File: config.mk
export PLATFORM = sky130hd
export DESIGN_NAME = r_multicycle_ctrl
export DESIGN_NICKNAME = d
export VERILOG_FILES = /design/src/rtl/r_multicycle_ctrl.sv
export SDC_FILE = /design/constraint.sdc
export NUM_CORES = 1
export LEC_CHECK = 0
export ABC_AREA = 1
export ABC_CLOCK_PERIOD_IN_PS = 3100
export BUFFER_PORTS_ARGS = -buffer_cell sky130_fd_sc_hd__buf_2
export CORE_MARGIN = 1.5
export CORE_UTILIZATION = 42
export DETAILED_ROUTE_END_ITERATION = 10
export MAX_ROUTING_LAYER = met4
export PLACE_DENSITY = 0.71
export SLEW_MARGIN = 10
export SYNTH_ARGS = -nofsm -noshare
export SYNTH_HDL_FRONTEND = slang
export SYNTH_SLANG_ARGS = --single-unit
export TNS_END_PERCENT = 30
File: constraint.sdc
create_clock -name clk -period 3.1 [get_ports clk]
set_input_delay 0.155 -clock clk [delete_from_list [all_inputs] [get_ports clk]]
set_output_delay 0.155 -clock clk [all_outputs]
set_load 0.02 [all_outputs]
File: src/rtl/r_multicycle_ctrl.sv
// rtl/r_multicycle_ctrl.sv - multi-cycle FETCH/DECODE/EXECUTE/WRITEBACK sequencer for RV32I R-type
module r_multicycle_ctrl (
  input  logic        clk,
  input  logic        rst,
  input  logic        run,
  output logic        imem_req,
  input  logic        imem_ack,
  input  logic [31:0] imem_rdata,
  output logic [4:0]  rs1,
  output logic [4:0]  rs2,
  output logic [4:0]  rd,
  output logic        ab_load,
  output logic [3:0]  alu_ctrl,
  output logic        res_load,
  output logic        reg_write,
  output logic        pc_en,
  output logic        illegal,
  output logic        busy,
  output logic [31:0] instret
);

  typedef enum logic [2:0] {
    S_IDLE, S_FETCH, S_DECODE, S_EXECUTE, S_WRITEBACK, S_TRAP
  } state_t;

  state_t      state_q, state_d;
  logic [31:0] ir_q, ir_d;
  logic [31:0] instret_q, instret_d;
  logic [6:0]  funct7;
  logic [2:0]  funct3;
  logic        legal;
  logic [3:0]  alu_dec;

  assign funct7 = ir_q[31:25];
  assign funct3 = ir_q[14:12];
  assign rs1    = ir_q[19:15];
  assign rs2    = ir_q[24:20];
  assign rd     = ir_q[11:7];

  // funct7 = 0100000 only selects the alternate SUB/SRA forms
  assign legal = (ir_q[6:0] == 7'b0110011) &&
                 ((funct7 == 7'b0000000) ||
                  ((funct7 == 7'b0100000) && ((funct3 == 3'b000) || (funct3 == 3'b101))));

  always_comb begin
    alu_dec = 4'b0000;
    case (funct3)
      3'b000:  alu_dec = funct7[5] ? 4'b0001 : 4'b0000;
      3'b001:  alu_dec = 4'b0010;
      3'b010:  alu_dec = 4'b0011;
      3'b011:  alu_dec = 4'b0100;
      3'b100:  alu_dec = 4'b0101;
      3'b101:  alu_dec = funct7[5] ? 4'b0111 : 4'b0110;
      3'b110:  alu_dec = 4'b1000;
      default: alu_dec = 4'b1001;
    endcase
  end

  // IR only changes on a fetch, so the decoded op stays stable until the next one
  assign alu_ctrl = alu_dec;

  always_comb begin
    state_d   = state_q;
    ir_d      = ir_q;
    instret_d = instret_q;
    imem_req  = 1'b0;
    ab_load   = 1'b0;
    res_load  = 1'b0;
    reg_write = 1'b0;
    pc_en     = 1'b0;
    illegal   = 1'b0;
    busy      = 1'b1;
    case (state_q)
      S_IDLE: begin
        busy = 1'b0;
        if (run) state_d = S_FETCH;
      end
      S_FETCH: begin
        imem_req = 1'b1;
        if (imem_ack) begin
          ir_d    = imem_rdata;
          state_d = S_DECODE;
        end
      end
      S_DECODE: begin
        if (legal) begin
          ab_load = 1'b1;
          state_d = S_EXECUTE;
        end else begin
          state_d = S_TRAP;
        end
      end
      S_EXECUTE: begin
        res_load = 1'b1;
        state_d  = S_WRITEBACK;
      end
      S_WRITEBACK: begin
        reg_write = (rd != 5'd0);
        pc_en     = 1'b1;
        instret_d = instret_q + 32'd1;
        state_d   = run ? S_FETCH : S_IDLE;
      end
      S_TRAP: begin
        illegal = 1'b1;
        busy    = 1'b0;
      end
      default: begin
        busy    = 1'b0;
        state_d = S_IDLE;
      end
    endcase
  end

  always_ff @(posedge clk or posedge rst) begin
    if (rst) begin
      state_q   <= S_IDLE;
      ir_q      <= 32'd0;
      instret_q <= 32'd0;
    end else begin
      state_q <= state_d;
      ir_q    <= ir_d;
      if (instret_d != instret_q) instret_q <= instret_d;
    end
  end

  assign instret = instret_q;

endmodule

; ---- Word-level counts from Yosys, hierarchy flattened
; Index checks and enable logic that the tools add are counted.
[classes]
n_addsub = 1
shifts = 0
n_mux = 17
n_reduce_logical = 11
n_div = 0
n_bitwise = 1
n_lt_le_gt_ge = 0
multipliers = 0
eq_ne = 16
[op_table]
columns = operator, count
row1 = $add A32 B1 Y32 const B, 1
row2 = $mux W32, 1
row3 = $ne A32 B32 Y1, 1
row4 = $pmux W4 S7, 1
row5 = $pmux W3 S6, 1
row6 = $eq A3 B3 Y1 const B, 5
row7 = $eq A7 B6 Y1 const B, 2
row8 = $eq A3 B2 Y1 const B, 4
row9 = $mux W1, 11
row10 = $mux W3, 3
row11 = $logic_not A7 Y1, 1
row12 = $eq A3 B1 Y1 const B, 2
row13 = $logic_not A3 Y1, 2
row14 = $reduce_bool A5 Y1, 1
row15 = $ne A2 B2 Y1 const B, 2
row16 = $reduce_or A4 Y1, 1
row17 = $reduce_and A3 Y1, 1
row18 = $logic_and A1 B1 Y1, 2
row19 = $logic_or A1 B1 Y1, 2
row20 = $reduce_and A2 Y1, 1
row21 = $not A1 Y1, 1
[totals]
ram_bits = 0
rom_bits = 0
out_inout_bits = 58
in_bits = 36
mem_count = 0
word_cells = 49
latchBits = 0
ff_bits = 67

; ---- Logic depth before layout (Yosys ltp)
[logic_depth]
depth_word = 7
depth_mapped = 9
depth_no_buf = 9

; ---- Least setup slack after synthesis
; OpenSTA, ideal clock, no wires.
[synth_path]
path_type = reg-to-reg
startpoint = reg instret_q[0] (netlist: instret[0])
endpoint = reg instret_q[24] (netlist: instret[24])
stages_incl_launch_ff = 8
path_slack_ns = 1.536
required_ns = 2.968
period_less_slack_ns = 1.564
setup_ns = 0.132
arrival_time_ns = 1.432
path_buffers = 0
path_cell_list = dfrtp_1 -> ha_1 -> nand3_1 -> nor2_1 -> inv_2 -> nor2_2 -> nand2_1 -> xnor2_1
[synth_between]
elab_chain_len = 3
[synth_rtl]
columns = item, line_no
row1 = start: declaration, 28  ; logic [31:0] instret_q, instret_d;
row2 = start signal: assignment, 122  ; if (instret_d != instret_q) instret_q <= instret_d;
row3 = $add A32 B1 Y32, 100  ; instret_d = instret_q + 32'd1;
row4 = $mux W32, 73  ; case (state_q)
row5 = $ne A32 B32 Y1, 122
; Parallel ways exist; a longest one is shown, timed or not.
; A chain may end at the register's enable or synchronous reset.

; ---- Worst setup path in the final report
[layout_path]
startpoint = reg state_q[0]
endpoint = out reg_write
[layout_between]
elab_chain_len = 2
[layout_rtl]
columns = item, line_no
row1 = start: declaration, 26  ; state_t state_q, state_d;
row2 = start signal: assignment, 120  ; state_q <= state_d;
row3 = $eq A3 B3 Y1, 73
row4 = $mux W1, 73
row5 = end: declaration, 15  ; output logic reg_write,
; No other way between the ends.

==> results.cfg <==
[run_status]
status = finished clean

[place]
placed_cell_area_um2 = 4010
dp_hpwl_um = 6450
place_congestion = 0.848
port_buffers = 93

[finish]
layout_common_cells = 139 x nand2_1, 93 x buf_2, 67 x dfrtp_1, 57 x nor2_1, 51 x nand3_1
nets = 586
multi_input_area_um2 = 1520
regArea_um2 = 1680
drive_gt1_share_pct = 22.9
num_antenna_cells = 0
stdcell_area_um2 = 4210
layout_commonest_cell = nand2_1
syn2layout_area_growth_pct = 17.7
nFillCells = 817

[power]
switching_share_pct = 43.3
sequentialPowerShare_pct = 39.9
combPwrFrac_pct = 39.6
leakagePower_nw = 2.25
p_clk_share_pct = 20.5
p_total_mw = 3.34
cellPowerDensity_nw_per_um2 = 794
p_int_mw = 1.89
p_sw_mw = 1.44
ir_worst_vdd_uv = 513

[grt]
grt_pass1_wl_um = 14300
antenna_found_initial = 0
grt_use_total_pct = 21.4
grt_pass1_vias = 3095
grt_max_degree = 38
grt.overflow.total = 0

[drt]
drt_pass1_iterations = 4
first_iter_violations = 111
num_vias = 3252
wirelength_um = 8580
wl_per_cell_um = 13.0
drcViolationCount = 0
vias_per_cell = 4.93
ant_nets = 0

[yosys]
synth_largest_area_cell = dfrtp_1
ys.flop_type = dfrtp_1
ys_ff_latch = 67
syn-num-nets = 505
synth_cells = 468
syn_area_um2 = 3570
syn_area_per_cell_um2 = 7.63
yosys_warnings = 0
synth_cell_types = 28
synth-edff-count = 0
ys_seq_area_share_pct = 46.9
synth_top_area_share_pct = 46.9
async_flop_share_pct = 100
synth_area_leaders = dfrtp_1 47%, nand2_1 15%, nand3_1 7.1%

[cts]
cts_made_buffers = 9
clkTransAtPathRegs_ns = 0.08
clockBufferDepth = 2
clkSinkCount = 67
worstSkewPairLatency_ns = 0.35
h-tree-depth = 3
post_cts_buffers = 0
cts_root_buffer = clkbuf_8
cts_tree = built

[floorplanning]
ios = 94
dieArea_um2 = 9070
rows = 33
die_height_um = 95.2
initial_utilization_pct = 43.5
core_um2 = 8220
fp.dieW_um = 95.2

[sta]
hold_viol_final = 0
rsz0062_at_grt = no
worst_slew_pin_slew_ns = 0.807
fin_worst_skew_ns = 0.00840
hold_slack_ns = 0.0347
period_share_pct = 70.1
achievable-frequency_mhz = 460
slew_violations = 0
fin_tns_setup_ns = 0
fin_crit_ns = 2.17
slew_headroom_pct = 46.1
final-setup-viol-count = 0

[setup_path]
worstSetupEndpointType = output pin
required_ns = 2.94
rrSetupSlack_ns = 1.09
critPathKind = reg2out
worst_ep_arrival_time_ns = 2.02
worstSetupStartpointType = register
worstPathMaxFanout = 22

[run]
cap_violations = 0

[hold_path]
holdCritPathClass = in2reg
-- worst paths after layout --
kind | startpoint | end | cells after the start
setup / recovery | state_q[0] | reg_write | 6
hold / removal | imem_rdata[30] | ir_q[30] | 3
setup reg to reg | state_q[0] | instret[23] | 8
hold reg to reg | ir_q[25] | ir_q[25] | 2
max in group asynchronous | rst | instret[28] | 4
min in group asynchronous | rst | instret[1] | 3
-- timing repair --
item | in CTS | in global routing
hold buffers | 1 | 0
gates resized for setup | 0 | 0
endpoints found under the hold margin | 30 | 0
-- metal layers --
metal,part of all wire (%),vias up,global-route usage [%]
met2,50,96,35.2
met1,42,1507,25.1
met5,0,-,-
met4,1.5,0,7.21
met3,6.5,15,5.90
li1,-,1634,-
-- cell families (layout without fill, tap and decap cells) --
family	after synthesis	after routing	synth area share [%]
DFF	67	67	46.9
adders and majority gates	1	1	0.350
and+or+nand+nor	286	286	34.9
xor gates and xnor gates	18	18	4.41
AOI/OAI and AO/OA	19	19	2.91
buffers and inverters	77	163	10.5
-- cell usage after synthesis (all sizes together), types with 4 or more instances --
library cell and instances:
xnor2 10, nand4 18, dfrtp 67, inv 49, nor2 64, xor2 8, nor3 5, a21oi 12
buf 27, nand3 52, nand2 140, o21ai 4
-- registers in the layout, indices dropped and copies added (netlist names) --
register	cells
state_q	3
ir_q	32
instret	32
-- area by class of cell --
cell class,instances,area share [%]
sequential,67,39.9
multi-input combinational,324,36.1
timing repair buffer,98,12.0
inverter,49,4.37
clock buffer,11,3.60
tap,105,3.12
clock inverter,5,0.893
-- through the flow --
step,setup slack [ns],std cells,util (%)
floorplan,1.26,468,-
global placement,1.18,642,48.8
detailed placement,1.11,642,48.8
CTS,0.914,659,51.2
global route,0.699,659,51.2
finish,0.927,659,51.2
-- critical path: stages, from the launching register on --
cell	delay (ns)
dfrtp_1	0.39
inv_1	0.14
nand2_1	0.10
nor2_2	0.62
o41ai_1	0.18
inv_1	0.08
buf_2	0.16
-- power groups by stage --
stage	sequential [mW]	clock, mW	combinational [mW]
4_1_cts	1.33	0.703	1.34
5_1_grt	1.36	0.750	1.48
6_report	1.33	0.685	1.32
3_3_place_gp	1.33	0	1.29
3_5_place_dp	1.34	0	1.34
2_1_floorplan	1.35	0	1.05
No activity file was read; power rests on OpenSTA's default activity.
